[config.mk]
export PLATFORM = sky130hd
export DESIGN_NAME = sgd_x_rmw_pipe_flat
export DESIGN_NICKNAME = d
export VERILOG_FILES = /design/src/rtl/sgd_x_rmw_pipe_pkg.sv /design/src/rtl/sgd_x_rmw_pipe_if.sv /design/src/rtl/sgd_x_rmw_pipe_lane_sub.sv /design/src/rtl/sgd_x_rmw_pipe.sv /design/src/flat_wrapper.sv
export SDC_FILE = /design/constraint.sdc
export NUM_CORES = 2
export LEC_CHECK = 0
export CAP_MARGIN = 15
export CORE_MARGIN = 1.5
export CORE_UTILIZATION = 38
export DETAILED_ROUTE_END_ITERATION = 8
export PLACE_DENSITY = 0.7
export SLEW_MARGIN = 20
export SYNTH_ARGS = -nofsm -noshare
export SYNTH_HDL_FRONTEND = slang
export SYNTH_HIERARCHICAL = 1
export SYNTH_SLANG_ARGS = --single-unit
[constraint.sdc]
create_clock -name clk -period 5.41 [get_ports clk]
set_input_delay 0.541 -clock clk [delete_from_list [all_inputs] [get_ports clk]]
set_output_delay 0.541 -clock clk [all_outputs]
set_load 0.02 [all_outputs]
[src/rtl/sgd_x_rmw_pipe_pkg.sv]
// rtl/sgd_x_rmw_pipe_pkg.sv - package sgd_pkg: lane width, lane word type, read-latency limit, word-count helper
package sgd_pkg;

    localparam int LANE_W         = 32;
    localparam int MAX_RD_LATENCY = 4;

    typedef logic signed [LANE_W-1:0] lane_t;

    // Words needed to cover dim elements when each word holds 2**shift elements.
    function automatic logic [31:0] words_for(input logic [31:0] dim, input int shift);
        logic [31:0] low_mask;
        low_mask  = (32'd1 << shift) - 32'd1;
        words_for = (dim >> shift) + {31'd0, |(dim & low_mask)};
    endfunction

endpackage

[src/rtl/sgd_x_rmw_pipe_if.sv]
// rtl/sgd_x_rmw_pipe_if.sv - x memory read/write port bundle for the x read-modify-write pipe
interface sgd_x_rmw_pipe_if #(
    parameter int NUM_LANES  = 8,
    parameter int ADDR_WIDTH = 10
);
    import sgd_pkg::*;

    logic [ADDR_WIDTH-1:0]       rd_addr;
    logic [NUM_LANES*LANE_W-1:0] rd_data;
    logic                        wr_en;
    logic [ADDR_WIDTH-1:0]       wr_addr;
    logic [NUM_LANES*LANE_W-1:0] wr_data;

    modport master (
        output rd_addr,
        input  rd_data,
        output wr_en,
        output wr_addr,
        output wr_data
    );

    modport slave (
        input  rd_addr,
        output rd_data,
        input  wr_en,
        input  wr_addr,
        input  wr_data
    );

endinterface

[src/rtl/sgd_x_rmw_pipe_lane_sub.sv]
// rtl/sgd_x_rmw_pipe_lane_sub.sv - sgd_lane_sub: one lane of x - grad; saturating when SGD_X_SAT_EN is defined
module sgd_lane_sub
    import sgd_pkg::*;
(
    input  lane_t x_i,
    input  lane_t g_i,
    output lane_t y_o
);

`ifdef SGD_X_SAT_EN
    logic signed [LANE_W:0] diff;

    // One guard bit: overflow shows as the top two bits disagreeing.
    always_comb begin
        diff = {x_i[LANE_W-1], x_i} - {g_i[LANE_W-1], g_i};
        if (diff[LANE_W] != diff[LANE_W-1]) begin
            y_o = diff[LANE_W] ? {1'b1, {(LANE_W-1){1'b0}}} : {1'b0, {(LANE_W-1){1'b1}}};
        end else begin
            y_o = diff[LANE_W-1:0];
        end
    end
`else
    assign y_o = x_i - g_i;
`endif

endmodule

[src/rtl/sgd_x_rmw_pipe.sv]
// rtl/sgd_x_rmw_pipe.sv - SGD x-vector read-modify-write pipe with write forwarding; SGD_X_SAT_EN selects saturating lanes
module sgd_x_rmw_pipe
    import sgd_pkg::*;
#(
    parameter int NUM_LANES  = 8,
    parameter int ADDR_WIDTH = 10,
    parameter int RD_LATENCY = 2,
    parameter int WORD_SHIFT = 6
) (
    input  logic                        clk,
    input  logic                        rst,
    input  logic                        started,
    input  logic [31:0]                 dimension,
    input  logic                        grad_valid,
    input  logic [NUM_LANES*LANE_W-1:0] grad,
    sgd_x_rmw_pipe_if.master            mem,
    output logic                        pass_done,
    output logic                        fwd_hit
);

    localparam int W = NUM_LANES * LANE_W;
    localparam int L = RD_LATENCY + 1;

    typedef logic [W-1:0]          word_t;
    typedef logic [ADDR_WIDTH-1:0] addr_t;

    if (RD_LATENCY < 1 || RD_LATENCY > MAX_RD_LATENCY) begin : g_bad_latency
        $error("sgd_x_rmw_pipe: RD_LATENCY out of range");
    end

    logic [31:0]           num_words_q;
    addr_t                 last_addr_q;
    addr_t                 rd_addr_q, rd_addr_d;
    logic                  accept;

    logic [RD_LATENCY-1:0] dv_q;
    addr_t                 da_q [RD_LATENCY];
    word_t                 dg_q [RD_LATENCY];

    // Write history: entry 0 is the live write port, older writes follow.
    logic [L-1:0]          hv_q;
    addr_t                 ha_q [L];
    word_t                 hd_q [L];

    word_t                 x_old, x_new;
    logic                  hit;
    logic                  pass_done_q, fwd_hit_q;

    always_ff @(posedge clk) begin
        num_words_q <= words_for(dimension, WORD_SHIFT);
        last_addr_q <= addr_t'(num_words_q - 32'd1);
    end

    assign accept = grad_valid && started;

    always_comb begin
        rd_addr_d = rd_addr_q;
        if (!started) begin
            rd_addr_d = '0;
        end else if (grad_valid) begin
            rd_addr_d = (rd_addr_q == last_addr_q) ? '0 : rd_addr_q + addr_t'(1);
        end
    end

    always_ff @(posedge clk) begin
        if (rst) begin
            rd_addr_q <= '0;
        end else begin
            rd_addr_q <= rd_addr_d;
        end
    end

    always_ff @(posedge clk) begin
        if (rst) begin
            dv_q <= '0;
        end else begin
            dv_q[0] <= accept;
            for (int k = 1; k < RD_LATENCY; k++) begin
                dv_q[k] <= dv_q[k-1];
            end
        end
    end

    always_ff @(posedge clk) begin
        da_q[0] <= rd_addr_q;
        dg_q[0] <= grad;
        for (int k = 1; k < RD_LATENCY; k++) begin
            da_q[k] <= da_q[k-1];
            dg_q[k] <= dg_q[k-1];
        end
    end

    // Scan oldest to youngest so the most recent matching write wins.
    always_comb begin
        x_old = mem.rd_data;
        hit   = 1'b0;
        for (int j = L - 1; j >= 0; j--) begin
            if (hv_q[j] && (ha_q[j] == da_q[RD_LATENCY-1])) begin
                x_old = hd_q[j];
                hit   = 1'b1;
            end
        end
    end

    for (genvar i = 0; i < NUM_LANES; i++) begin : g_lane
        sgd_lane_sub u_sub (
            .x_i (x_old[i*LANE_W +: LANE_W]),
            .g_i (dg_q[RD_LATENCY-1][i*LANE_W +: LANE_W]),
            .y_o (x_new[i*LANE_W +: LANE_W])
        );
    end

    always_ff @(posedge clk) begin
        if (rst) begin
            hv_q        <= '0;
            pass_done_q <= 1'b0;
            fwd_hit_q   <= 1'b0;
            for (int j = 0; j < L; j++) begin
                ha_q[j] <= '0;
                hd_q[j] <= '0;
            end
        end else begin
            hv_q[0] <= dv_q[RD_LATENCY-1];
            if (dv_q[RD_LATENCY-1]) begin
                ha_q[0] <= da_q[RD_LATENCY-1];
                hd_q[0] <= x_new;
            end
            for (int j = 1; j < L; j++) begin
                hv_q[j] <= hv_q[j-1];
                ha_q[j] <= ha_q[j-1];
                hd_q[j] <= hd_q[j-1];
            end
            pass_done_q <= dv_q[RD_LATENCY-1] && (da_q[RD_LATENCY-1] == last_addr_q);
            fwd_hit_q   <= dv_q[RD_LATENCY-1] && hit;
        end
    end

    assign mem.rd_addr = rd_addr_q;
    assign mem.wr_en   = hv_q[0];
    assign mem.wr_addr = ha_q[0];
    assign mem.wr_data = hd_q[0];
    assign pass_done   = pass_done_q;
    assign fwd_hit     = fwd_hit_q;

endmodule
[src/flat_wrapper.sv]
// flat-port wrapper written by rule: the top's interface ports become plain ports
module sgd_x_rmw_pipe_flat import sgd_pkg::*;
#(
    parameter int NUM_LANES  = 8,
    parameter int ADDR_WIDTH = 10,
    parameter int RD_LATENCY = 2,
    parameter int WORD_SHIFT = 6
)
  (clk, rst, started, dimension, grad_valid, grad, pass_done, fwd_hit, mem_rd_addr, mem_rd_data, mem_wr_en, mem_wr_addr, mem_wr_data);
  sgd_x_rmw_pipe_if #(.NUM_LANES(NUM_LANES), .ADDR_WIDTH(ADDR_WIDTH)) mem_i ();
  input  logic clk;
  input  logic rst;
  input  logic started;
  input  logic [31:0] dimension;
  input  logic grad_valid;
  input  logic [NUM_LANES*LANE_W-1:0] grad;
  output logic pass_done;
  output logic fwd_hit;
  output wire logic [$bits(mem_i.rd_addr)-1:0] mem_rd_addr;
  input wire logic [$bits(mem_i.rd_data)-1:0] mem_rd_data;
  output wire logic [$bits(mem_i.wr_en)-1:0] mem_wr_en;
  output wire logic [$bits(mem_i.wr_addr)-1:0] mem_wr_addr;
  output wire logic [$bits(mem_i.wr_data)-1:0] mem_wr_data;
  assign mem_rd_addr = mem_i.rd_addr;
  assign mem_i.rd_data = mem_rd_data;
  assign mem_wr_en = mem_i.wr_en;
  assign mem_wr_addr = mem_i.wr_addr;
  assign mem_wr_data = mem_i.wr_data;
  sgd_x_rmw_pipe #(.NUM_LANES(NUM_LANES), .ADDR_WIDTH(ADDR_WIDTH), .RD_LATENCY(RD_LATENCY), .WORD_SHIFT(WORD_SHIFT)) u_core (.clk(clk), .rst(rst), .started(started), .dimension(dimension), .grad_valid(grad_valid), .grad(grad), .mem(mem_i), .pass_done(pass_done), .fwd_hit(fwd_hit));
endmodule
# --- Word-level counts from Yosys, hierarchy flattened ---
# Memories as Yosys holds them, arrays and structs flattened.
# Index checks and enable logic that the tools add are counted.
# W data, S select, Z words.
op_classes:
  mux: 19
  reduce_logical: 8
  n_addsub: 11
  bitwise: 7
  n_eq_ne: 5
op_table:
  columns: ["cell", "count"]
  rows:
  - ["$mux W256", 6]
  - ["$sub A32 B32 Y32", 8]
  - ["$eq A10 B10 Y1", 5]
  - ["$mux W10", 4]
  - ["$add A10 B1 Y10", 1]
  - ["$add A10 B1 Y10 const B", 1]
  - ["$sub A10 B1 Y10 const B", 1]
  - ["$mux W1", 9]
  - ["$logic_and A1 B1 Y1", 6]
  - ["$or A1 B1 Y1", 6]
  - ["$reduce_or A6 Y1", 1]
  - ["$reduce_or A2 Y1", 1]
  - ["$not A1 Y1", 1]
totals:
  mem_bits_rw: 1330
  elab_cells: 61
  input_bits: 548
  n_memories: 4
  output_inout_bits: 279
  regBits: 37
memory_table:
  columns: ["name", "depth", "word_bits", "read_ports", "rd_ports_with_merged_regs", "wr", "line", "rtl"]
  rows:
  - ["u_core.hd_q", 3, 256, 3, 0, 3, "sgd_x_rmw_pipe.sv:43", "word_t hd_q [L];"]
  - ["u_core.dg_q", 2, 256, 2, 0, 2, "sgd_x_rmw_pipe.sv:38", "word_t dg_q [RD_LATENCY];"]
  - ["u_core.ha_q", 3, 10, 3, 0, 3, "sgd_x_rmw_pipe.sv:42", "addr_t ha_q [L];"]
  - ["u_core.da_q", 2, 10, 2, 0, 2, "sgd_x_rmw_pipe.sv:37", "addr_t da_q [RD_LATENCY];"]

# --- Depth between registers and ports, before layout ---
# An unclocked memory read counts as a cell.
logic_depth:
  depth_word: 8
  ltp_mapped: 21

# --- Modules after synthesis ---
# The synthesis kept the hierarchy.
modules_own_cells:
  columns: ["module", "cells_each", "instances", "area_per_inst_um2"]
  rows:
  - ["sgd_x_rmw_pipe", 4505, 1, 54492.3]
  - ["sgd_lane_sub (u_core.g_lane[0].u_sub ...)", 279, 4, 1839.3]
  - ["sgd_lane_sub (u_core.g_lane[4].u_sub ...)", 264, 3, 1848.0]
  - ["sgd_lane_sub (u_core.g_lane[5].u_sub)", 268, 1, 1833.0]

# --- Least setup slack after synthesis ---
# No wires, ideal clock.
synth_timing:
  path_type: "input port to flip-flop"
  startpoint: "input rst"
  endpoint: "memory u_core/ha_q[0][0] (netlist name), enable pin"
  n_path_buf: 2
  slack_ps: 559
  arrival_ps: 4334
  path_stages: 3
  path_cell_list: "clkbuf_1 clkbuf_1 or2_2"
synth_lines:
  columns: ["element", "line", "rtl"]
  rows:
  - ["from (decl)", "flat_wrapper.sv:12", "input logic rst;"]
  - ["to (decl)", "sgd_x_rmw_pipe.sv:42", null]

==> impl_results.md <==
* Crit path kind: reg -> reg
* Quantity of I/O buffers inserted on ports at 810
* PD cells at 323 mW/mm²
* Most used DFF post-synth: edfxtp_1
* Share of layout cells above drive strength 1 at 5.65%
* Post-Route Utilization at 47.0%
* Core outline area at 0.181 mm²
* First-pass GRT wire length at 323,000 µm
* P&R area growth vs syn at 22.8%
* EDFF count, synth at 798
* R2R Path Start: u_core/da_q[0][17]$_DFF_P_
* Drt total wl at 217,000 µm
* Gr usage total at 22.8%
* Worst hold path type: in -> reg
* CTS tree: yes
* Vias per cell at 5.22
* Final min period at 5100 ps
* Vias in the first global route at 52,500
* Outcome: complete, no violations
* Post-Syn Instances at 6,681
* Worst-Margin Slew at 1030 ps
* First DRT Iteration DRCs at 4,570
* Setup TNS at 0 ps
* Hold Vio Cnt, Final at 0
* Routability cong. at 0.909
* Maximum clock rate at 196 MHz
* Synthesized area per cell at 10.4 µm²
* Setup repair after global routing missed its margin: no
* Postcts setup bufs at 0
* I/O pin count at 827
* Post-route setup slack at 308 ps
* Final #Nets at 8,395
* Starting density of the core at 38.3%
* Clk buf depth at 3
* Critical path origin: u_core/da_q[0][17]$_DFF_P_
* Finished Layout Cells at 10,100
* Full die area at 0.185 mm²
* Detailed placement HPWL at 152,000 µm
* Max stage delay cell, worst path: or4b_4
* CP max FO at 44
* H-tree depth at 4
* Post-DP Area at 0.0797 mm²
* Placement Setup Slack at 259 ps
* Routed WL per cell at 21.5 µm
* HP Start: grad[91]
* Initial antenna violation count at 22
* Max incr delay on CP at 700 ps
* Clock Latency Late Sink at 830 ps
* Hold WS at 143 ps
* Post-synth ARST share at 0%
* Synthesized area at 0.0692 mm²
* Max-slew violations at 0
* Global route overflow at 0
* Worst Path Arrival at 5660 ps
* Placed Cells at 9,801
* Critical Path End Type: flop
* Final Cycle Share at 94.3%
* Lkg Pwr at 34.2 nW
* 1st-pass router iterations at 8
* Tot Pwr at 27.5 mW
* Crit-path cells: xnor2_2, nand4_1, or4b_4, buf_12, buf_4, o21ai_0, o21ai_0, ha_1, o211ai_1, a21oi_1, o21ai_1, a21oi_2, o21ai_0, o21ai_0, xnor2_1, nor2b_1
* Maxcap violations at 0
* Rows at 156
* Synth Register Bits at 1,367
* Distinct cells, synth at 89
* # setup viols final at 0
* Worst vdd ir at 0.271 mV
* Worst-path clk slew at 70 ps
* DRC at 0
* Warnings from Yosys at 6
* Root buffer cell: clkbuf_16
* Die width at 430 µm
* Routed Antenna Nets at 0
* Clock Skews at 55.7 ps
* Relative slew margins at 31.6%
* Fill count at 16,600
* Worst setup SP type: flop
* Hold-fix buffers, CTS at 0
* Die height at 430 µm
* CTS Sinks at 1,367
* Seq/Total Area, Yosys at 51.1%
* Design Area, Final at 0.0850 mm²
* Post-cts resize count at 0
* Most common cell type on the critical path: o21ai_0
* Via count at 52,900
* Largest net degree at the start of global routing at 164
* Cts bufs inserted at 154
* WP data required at 5960 ps
metal layers:
layer  global-route usage (%)  vias to the layer above  wire (µm)
met5                        0                        -         13
met4                     13.3                        2      12700
met3                     3.79                      456      14100
met2                     37.6                     2138     103000
met1                     28.2                    25600      87300
li1                         -                    24700          -
worst max-delay path, delay by kind of cell, from the launching register on:
family	cells	cell delay, ps
compound gates	8	1960
xor+xnor	2	310
fa+ha+maj	1	400
simple gates	3	960
buf+inv	2	520
flops	1	590
worst paths after layout:
path	end	slack, ps	depth (start not counted)
max	u_core/hd_q[0][31]$_SDFFCE_PN0P_	310	16
min	u_core/dg_q[0][91]$_DFF_P_	140	1
max reg2reg	u_core/hd_q[0][31]$_SDFFCE_PN0P_	310	16
min reg2reg	u_core/dg_q[0][461]$_DFF_P_	310	0
sequential cells by signal (all words and copies together), names as in the netlist:
signal,count
u_core/da_q,20
u_core/dg_q,512
u_core/dv_q,2
u_core/fwd_hit,1
u_core/ha_q,30
u_core/hd_q,768
u_core/hv_q,3
u_core/last_addr_q,10
u_core/mem.rd_addr,10
u_core/num_words_q,10
u_core/pass_done,1
cell usage after synthesis (all sizes together), types with 134 or more instances:
library cell | number | area [µm²]
nor2b | 834 | 5220
edfxtp | 798 | 24000
o21ai | 647 | 3250
dfxtp | 569 | 11400
inv | 450 | 1690
nand2 | 446 | 1680
buf | 343 | 2500
clkbuf | 336 | 1260
ha | 252 | 3150
a21oi | 223 | 1200
xnor2 | 198 | 1810
nor2 | 196 | 736
nand3 | 161 | 811
a211oi | 149 | 1150
a21o | 134 | 1010
cell usage in the layout (no fill, tap or decap), types with 15 or more instances in the layout:
cell type and n:
buf_12 33, buf_4 55, and3_1 25, clkbuf_8 21, o211a_1 131, nor2b_1 834
a21o_1 128, o41a_1 125, nand2_1 444, dfxtp_1 569, clkdlybuf4s50_1 809, o21bai_1 28
o21ai_1 300, clkbuf_1 29, o21a_1 49, clkinv_2 23, clkbuf_16 167, nor3_1 26
nor2_1 196, nand4_1 62, conb_1 532, or4_1 131, inv_1 450, diode_2 28
xnor2_1 191, o211ai_1 16, a211oi_1 141, ha_1 252, nand3_1 160, a21boi_0 15
a21oi_1 206, o21ai_0 344, edfxtp_1 798, xor2_1 100, nand2b_1 29, a31oi_1 16
and2_1 16
kinds of logic after synthesis:
kind of cell / Yosys count / synth area share (%)
adder cells (fa/ha/maj): 260 / 4.79
XOR/XNOR: 298 / 3.88
buffers and inverters: 1129 / 7.88
AO/OA/AOI/OAI: 1657 / 16.9
AND/OR/NAND/NOR: 1968 / 15.5
other: 1 / 0.00542
multiplexers: 1 / 0.0145
flip-flops: 1367 / 51.1
cell type report:
type                            count  area [µm²]  area share (%)
Timing Repair Buffer              898        9190            10.8
Antenna cell                       28        70.1          0.0824
Sequential cell                  1367       35400            41.6
Clock buffer                      218        4580            5.39
Multi-Input combinational cell   4716       30500            35.9
Tap cell                         2370        2970            3.49
Clock inverter                     72         694           0.817
Inverter                          450        1690            1.99
report_power, final:
| group | internal, mW | switching (mW) | leakage, nW |
|---|---|---|---|
| combinational | 1.99 | 2.39 | 18.7 |
| sequential | 11.9 | 0.430 | 13.0 |
| clock | 6.16 | 4.62 | 2.60 |
(Power assumes the default switching activity.)
